==> src/rtl/bypass_crossfader.sv <==
// Gain-ramped dry/wet crossfader for effect bypass switching.
// Optional BYPASS_CROSSFADER_ROUND_EN: round half up before the output shift.
module bypass_crossfader #(
  parameter int DW        = 24,
  parameter int RAMP_LOG2 = 8
) (
  input  logic                 clk_i,
  input  logic                 rst_n_i,
  input  logic                 sample_tick_i,
  input  logic                 enable_i,
  input  logic signed [DW-1:0] dry_i,
  input  logic signed [DW-1:0] wet_i,
  output logic signed [DW-1:0] data_o,
  output logic                 fading_o
);

  localparam int GW = RAMP_LOG2 + 1;
  localparam int AW = DW + RAMP_LOG2 + 2;
  localparam logic [GW-1:0] G_MAX = GW'(1) << RAMP_LOG2;
  localparam logic [GW-1:0] G_ZERO = '0;

  typedef enum logic [1:0] {
    DRY,
    FADE_IN,
    WET,
    FADE_OUT
  } state_t;

  state_t          state_q;
  state_t          state_d;
  logic [GW-1:0]   g_q;
  logic [GW-1:0]   g_d;
  logic [GW-1:0]   g_up;
  logic [GW-1:0]   g_dn;
  state_t          st_up;
  state_t          st_dn;

  // Saturating step candidates; the FSM picks one direction per tick.
  assign g_up  = (g_q == G_MAX)  ? g_q : g_q + GW'(1);
  assign g_dn  = (g_q == G_ZERO) ? g_q : g_q - GW'(1);
  assign st_up = (g_up == G_MAX)  ? WET : FADE_IN;
  assign st_dn = (g_dn == G_ZERO) ? DRY : FADE_OUT;

  always_comb begin
    state_d = state_q;
    g_d     = g_q;
    if (sample_tick_i) begin
      unique case (state_q)
        DRY: begin
          if (enable_i) begin
            g_d     = g_up;
            state_d = st_up;
          end
        end
        WET: begin
          if (!enable_i) begin
            g_d     = g_dn;
            state_d = st_dn;
          end
        end
        FADE_IN, FADE_OUT: begin
          if (enable_i) begin
            g_d     = g_up;
            state_d = st_up;
          end else begin
            g_d     = g_dn;
            state_d = st_dn;
          end
        end
        default: begin
          g_d     = G_ZERO;
          state_d = DRY;
        end
      endcase
    end
  end

  logic [GW-1:0]          g_inv;
  logic signed [AW-1:0]   dry_x;
  logic signed [AW-1:0]   wet_x;
  logic signed [AW-1:0]   gd_x;
  logic signed [AW-1:0]   gw_x;
  logic signed [AW-1:0]   prod;
  logic signed [AW-1:0]   acc;
  logic signed [DW-1:0]   data_d;

  assign g_inv = G_MAX - g_d;
  assign dry_x = AW'(dry_i);
  assign wet_x = AW'(wet_i);
  assign gd_x  = $signed(AW'(g_inv));
  assign gw_x  = $signed(AW'(g_d));
  assign prod  = dry_x * gd_x + wet_x * gw_x;

`ifdef BYPASS_CROSSFADER_ROUND_EN
  localparam logic signed [AW-1:0] RND = AW'(1) <<< (RAMP_LOG2 - 1);
  assign acc = prod + RND;
`else
  assign acc = prod;
`endif

  assign data_d = DW'(acc >>> RAMP_LOG2);

  always_ff @(posedge clk_i or negedge rst_n_i) begin
    if (!rst_n_i) begin
      state_q  <= DRY;
      g_q      <= '0;
      data_o   <= '0;
      fading_o <= 1'b0;
    end else begin
      state_q <= state_d;
      g_q     <= g_d;
      if (sample_tick_i) begin
        data_o   <= data_d;
        fading_o <= (state_d == FADE_IN) || (state_d == FADE_OUT);
      end
    end
  end

endmodule
==> config.mk <==
export PLATFORM = sky130hd
export DESIGN_NAME = bypass_crossfader
export DESIGN_NICKNAME = d
export VERILOG_FILES = /design/src/rtl/bypass_crossfader.sv
export SDC_FILE = /design/constraint.sdc
export NUM_CORES = 1
export LEC_CHECK = 0
export ABC_AREA = 1
export CAP_MARGIN = 10
export CORE_ASPECT_RATIO = 0.75
export CORE_MARGIN = 5
export CORE_UTILIZATION = 45
export CTS_BUF_LIST = sky130_fd_sc_hd__clkbuf_16
export DETAILED_ROUTE_END_ITERATION = 16
export PLACE_DENSITY = 0.69
export SKIP_CTS_REPAIR_TIMING = 1
export SLEW_MARGIN = 0
export SYNTH_ARGS = -nofsm -noshare
export SYNTH_HDL_FRONTEND = slang
export SYNTH_SLANG_ARGS = --single-unit
export TNS_END_PERCENT = 20
==> constraint.sdc <==
create_clock -name clk_i -period 26.4 [get_ports clk_i]
set_input_delay 3.96 -clock clk_i [delete_from_list [all_inputs] [get_ports clk_i]]
set_output_delay 3.96 -clock clk_i [all_outputs]
set_load 0.01 [all_outputs]
======== Word-level counts from Yosys, hierarchy flattened ========
Cells that the tools add are included.
cells by class
  $add $sub $neg .......................... 4
  $mul .................................... 2
  equality and inequality tests ........... 7
  mux-type cells .......................... 14
  reduce and logical (&&, ||, !) cells .... 5
operators with widths
  operator                                                                count
  24-bit by 10-bit multiplier with 32-bit output                          2
  9-bit 2-to-1 mux                                                        6
  32-bit adder                                                            1
  9-bit one-hot mux with 3 select lines                                   1
  9-bit equality test (second input constant)                             2
  9-bit logical NOT                                                       2
  2-bit 2-to-1 mux                                                        6
  9-bit by 1-bit adder with 9-bit output (second input constant)          1
  9-bit by 1-bit subtractor with 9-bit output (second input constant)     1
  9-bit subtractor (first input constant)                                 1
  2-bit equality test (second input constant)                             3
  2-bit one-hot mux with 3 select lines                                   1
  2-bit by 1-bit equality test with 1-bit output (second input constant)  2
  2-bit logical NOT                                                       1
  2-bit OR reduction                                                      1
  1-bit logical OR                                                        1
word-level totals
  register bits after elaboration ......... 36
  input port bits ......................... 52
  output and inout port bits .............. 25
  logic and storage cells ................. 36

======== Longest topological paths before layout ========
  depth after elaboration ................. 9
  depth in mapped cells ................... 49
  mapped depth without buffers ............ 47

======== Worst setup path after synthesis ========
OpenSTA, ideal clock, no wires.
  path type ............................... input port to flip-flop
  start ................................... in enable_i
  end ..................................... reg data_o[21]
  setup time .............................. 0.118 ns
  arrival time ............................ 11.581 ns
  required time ........................... 26.282 ns
  setup slack ............................. 14.701 ns
  cell stages on the path ................. 39
  buffers on the path ..................... 5
  cell sequence ........................... buf_2 inv_1 buf_2 nand3_1 nand3_1 nand3_1 nand2_1 nand2_2 buf_4 inv_1 clkbuf_1 ha_1 nand3_1 nor2_1 nand2_1 o21ai_1 nand2_2 inv_2 (+3 left out) fa_1 fa_1 inv_1 fa_1 fa_1 fa_1 inv_1 fa_1 inv_1 ha_1 a21oi_1 o21a_1 o221a_2 inv_1 a2111oi_0 nand3_1 nand3_1 nand2_1
between the ends
  word-level cells in the longest chain between the ends .. 6
  elaborated cells on any way between the ends .. 9
  those cells by class .................... add/sub (2); mul (2); mux (5)
ends and longest elaborated chain
  what                                            RTL line    source
  start, declared                                 10          input logic enable_i,
  9-bit 2-to-1 mux (on tied branches)             62, 50, 56
  9-bit one-hot mux with 3 select lines (*)       48          unique case (state_q)
  9-bit 2-to-1 mux (*)                            47          if (sample_tick_i) begin
  9-bit subtractor                                87          assign g_inv = G_MAX - g_d;
  24-bit by 10-bit multiplier with 32-bit output  92          assign prod = dry_x * gd_x + wet_x * gw_x;
  32-bit adder (*)                                92
  end signal, assigned                            113         data_o <= data_d;
  end, declared                                   13          output logic signed [DW-1:0] data_o,
Mark *: on every way between the ends. The rest lies on a longest branch, timed or not.
A chain may end at the register's enable or synchronous reset.

======== Worst setup path after layout ========
  start ................................... in enable_i
  end ..................................... reg data_o[23]
Same word-level chain as after synthesis.

==> flow_summary.yaml <==
outcome:
  outcome: "completed"
synth:
  ys_warn_count: 0
  synthCells: 2192
  yosysTopAreaCell: "fa_1"
  synth_flop_cell: "dfrtp_1"
  synth.net_count: 2758
  ys_seq_elements: 36
  synth_area_leaders: "fa_1 46%, inv_1 13%, nand2_1 9.2%, ha_1 8.3%, nor2_1 6.2%"
  async_flop_share_pct: 100
  yosysSeqAreaShare_pct: 5.22
  avgSynthCellArea_um2: 7.88
  synth_edf_count: 0
  synth.cell_area_mm2: 0.0173
  ys_types: 45
  synth_top_area_share_pct: 46.3
finish:
  final_cell_mix: "576 x inv_1, 425 x nand2_1, 399 x fa_1"
  final_common_cell: "inv_1"
  nFillCells: 3698
  syn_to_final_growth_pct: 8.09
  nets: 2802
  drive_above_1_share_pct: 3.58
  final_cells: 2749
  n_antenna_cell: 0
  seqCellArea_um2: 901
  multi_input_area_mm2: 0.0139
min_path:
  min_from: "data_o[4]"
  min_path_cells: 2
  min_path_type: "register to register"
  hold_end: "data_o[4]"
sta:
  worst_pin_slew_ns: 0.944
  setup_slack_ns: 12.52
  period_minus_slack_ns: 13.88
  max_freq_mhz: 72.1
  final-hold-violation-count: 0
  finalSetupViolCount: 0
  fin_tns_setup_ns: 0
  rsz0062_at_grt: "no"
  relSlewSlack_pct: 36.9
  fin_crit_sh_pct: 52.6
  finalMaxSlewViolations: 0
  skew_ns: 0.0117
die:
  core-area_mm2: 0.0381
  ios: 77
  start_util_pct: 45.3
  dieHeight_um: 180
  fp-row-count: 62
  die-area_mm2: 0.0424
  die_x_um: 236
run:
  maxCapViolCount: 0
setup_path:
  worstPathMaxFanout: 23
  reg2regPathDepth: 42
  crit_top_cell: "nand2_1"
  required_ns: 26.57
  path_delay_family: "adder cells"
  critical_path_class: "input pin to register"
  critPathBufInv: 7
  r2r_setup_slack_ns: 16.25
  reg2reg_from: "g_q[0]"
  cp.arrival_ns: 14.05
  slowest_delay_ns: 0.89
  cp-end-kind: "register"
  start_kind: "input pin"
  cpMaxStageDelayCell: "clkdlybuf4s50_1"
  rr_endpoint: "data_o[23]"
global_route:
  grt_pass1_vias: 15600
  grt-ovfl-total: 0
  grt_pass1_wl_um: 82600
  grt_max_degree: 40
  antenna_found_initial: 0
  track_usage_pct: 24.2
cts:
  numCtsBuffers: 5
  cts-root-buf: "clkbuf_16"
  cts_sinks: 36
  htree_num_levels: 2
  worstSkewPairLatency_ns: 0.29
  clkTransAtPathRegs_ns: 0.06
  cts_buffer_depth: 2
  cts_tree: "built"
detailed_routing:
  avgRoutedWirePerCell_um: 18.1
  dr.pass1.iters: 6
  drcViolationCount: 0
  wirelength_um: 49800
  first_iter_violations: 1162
  num_vias: 14300
  viasPerCell: 5.21
  ant_nets: 0
placement:
  place_congestion: 0.955
  post-dp-hpwl_um: 43200
  pre_cts_ws_ns: 12.45
  placed_cells: 2741
  io_buffers: 76
==> synthesized netlist by cell type, drive strengths merged (2+ instances only) <==
master / instances
a21o: 5
a21oi: 46
a221oi: 2
a31oi: 12
buf: 21
clkbuf: 31
clkinv: 3
dfrtp: 36
fa: 399
ha: 115
inv: 585
nand2: 435
nand3: 87
nand3b: 4
nand4: 13
nor2: 295
nor3: 12
nor4: 3
o211ai: 2
o21a: 4
o21ai: 39
o221ai: 2
or2: 8
xnor2: 19
xor2: 7
==> area by class of cell <==
| cell class | instances | share of cell area [%] |
|---|---|---|
| Clock buffer | 5 | 0.670 |
| Clock inverter | 3 | 0.101 |
| Inverter | 588 | 11.8 |
| Multi-Input combinational cell | 1516 | 74.6 |
| Sequential cell | 36 | 4.83 |
| Tap cell | 512 | 3.43 |
| Timing Repair Buffer | 89 | 4.57 |
==> kinds of logic after synthesis <==
group	synth area share (%)
AO/OA/AOI/OAI	3.99
buffers and inverters	14.2
adder cells (fa/ha/maj)	54.6
AND/OR/NAND/NOR	20.7
flip-flops	5.22
XOR/XNOR	1.32
==> state kept, by name, summed over array words and instances (netlist names) <==
name,count
data_o,24
fading_o,1
g_q,9
state_q,2
==> worst max path at each step <==
stage                  start    endpoint  depth (start not counted)
floorplan           enable_i  data_o[21]                         39
global placement    enable_i  data_o[21]                         34
detailed placement  enable_i  data_o[23]                         38
CTS                 enable_i  data_o[23]                         38
global route        enable_i  data_o[23]                         38
finish              enable_i  data_o[23]                         38
==> layer usage <==
metal | wire length, um | vias to the layer above | track usage [%]
met3 | 4830 | 107 | 5.64
met2 | 23300 | 654 | 40.1
met5 | 0 | - | 0
met1 | 20100 | 7107 | 32.4
li1 | - | 6452 | -
met4 | 1660 | 0 | 6.16
==> stage by stage <==
stage	hold slack, ns	instance area, um2	utilization [%]
6_report	0.482	18700	49.0
2_1_floorplan	0.516	17300	-
3_5_place_dp	0.472	18500	48.6
4_1_cts	0.484	18700	49.0
3_3_place_gp	0.468	18500	48.6
5_1_grt	0.505	18700	49.0
==> tightest hold or removal path: stages, from the launching register on <==
cell,delay [ns]
dfrtp_1,0.34
nand2_1,0.05
nand2_1,0.06
Power is left out: the tool's default activity adds up to more than one toggle a clock period on the data nets, which glitch-free logic cannot reach.
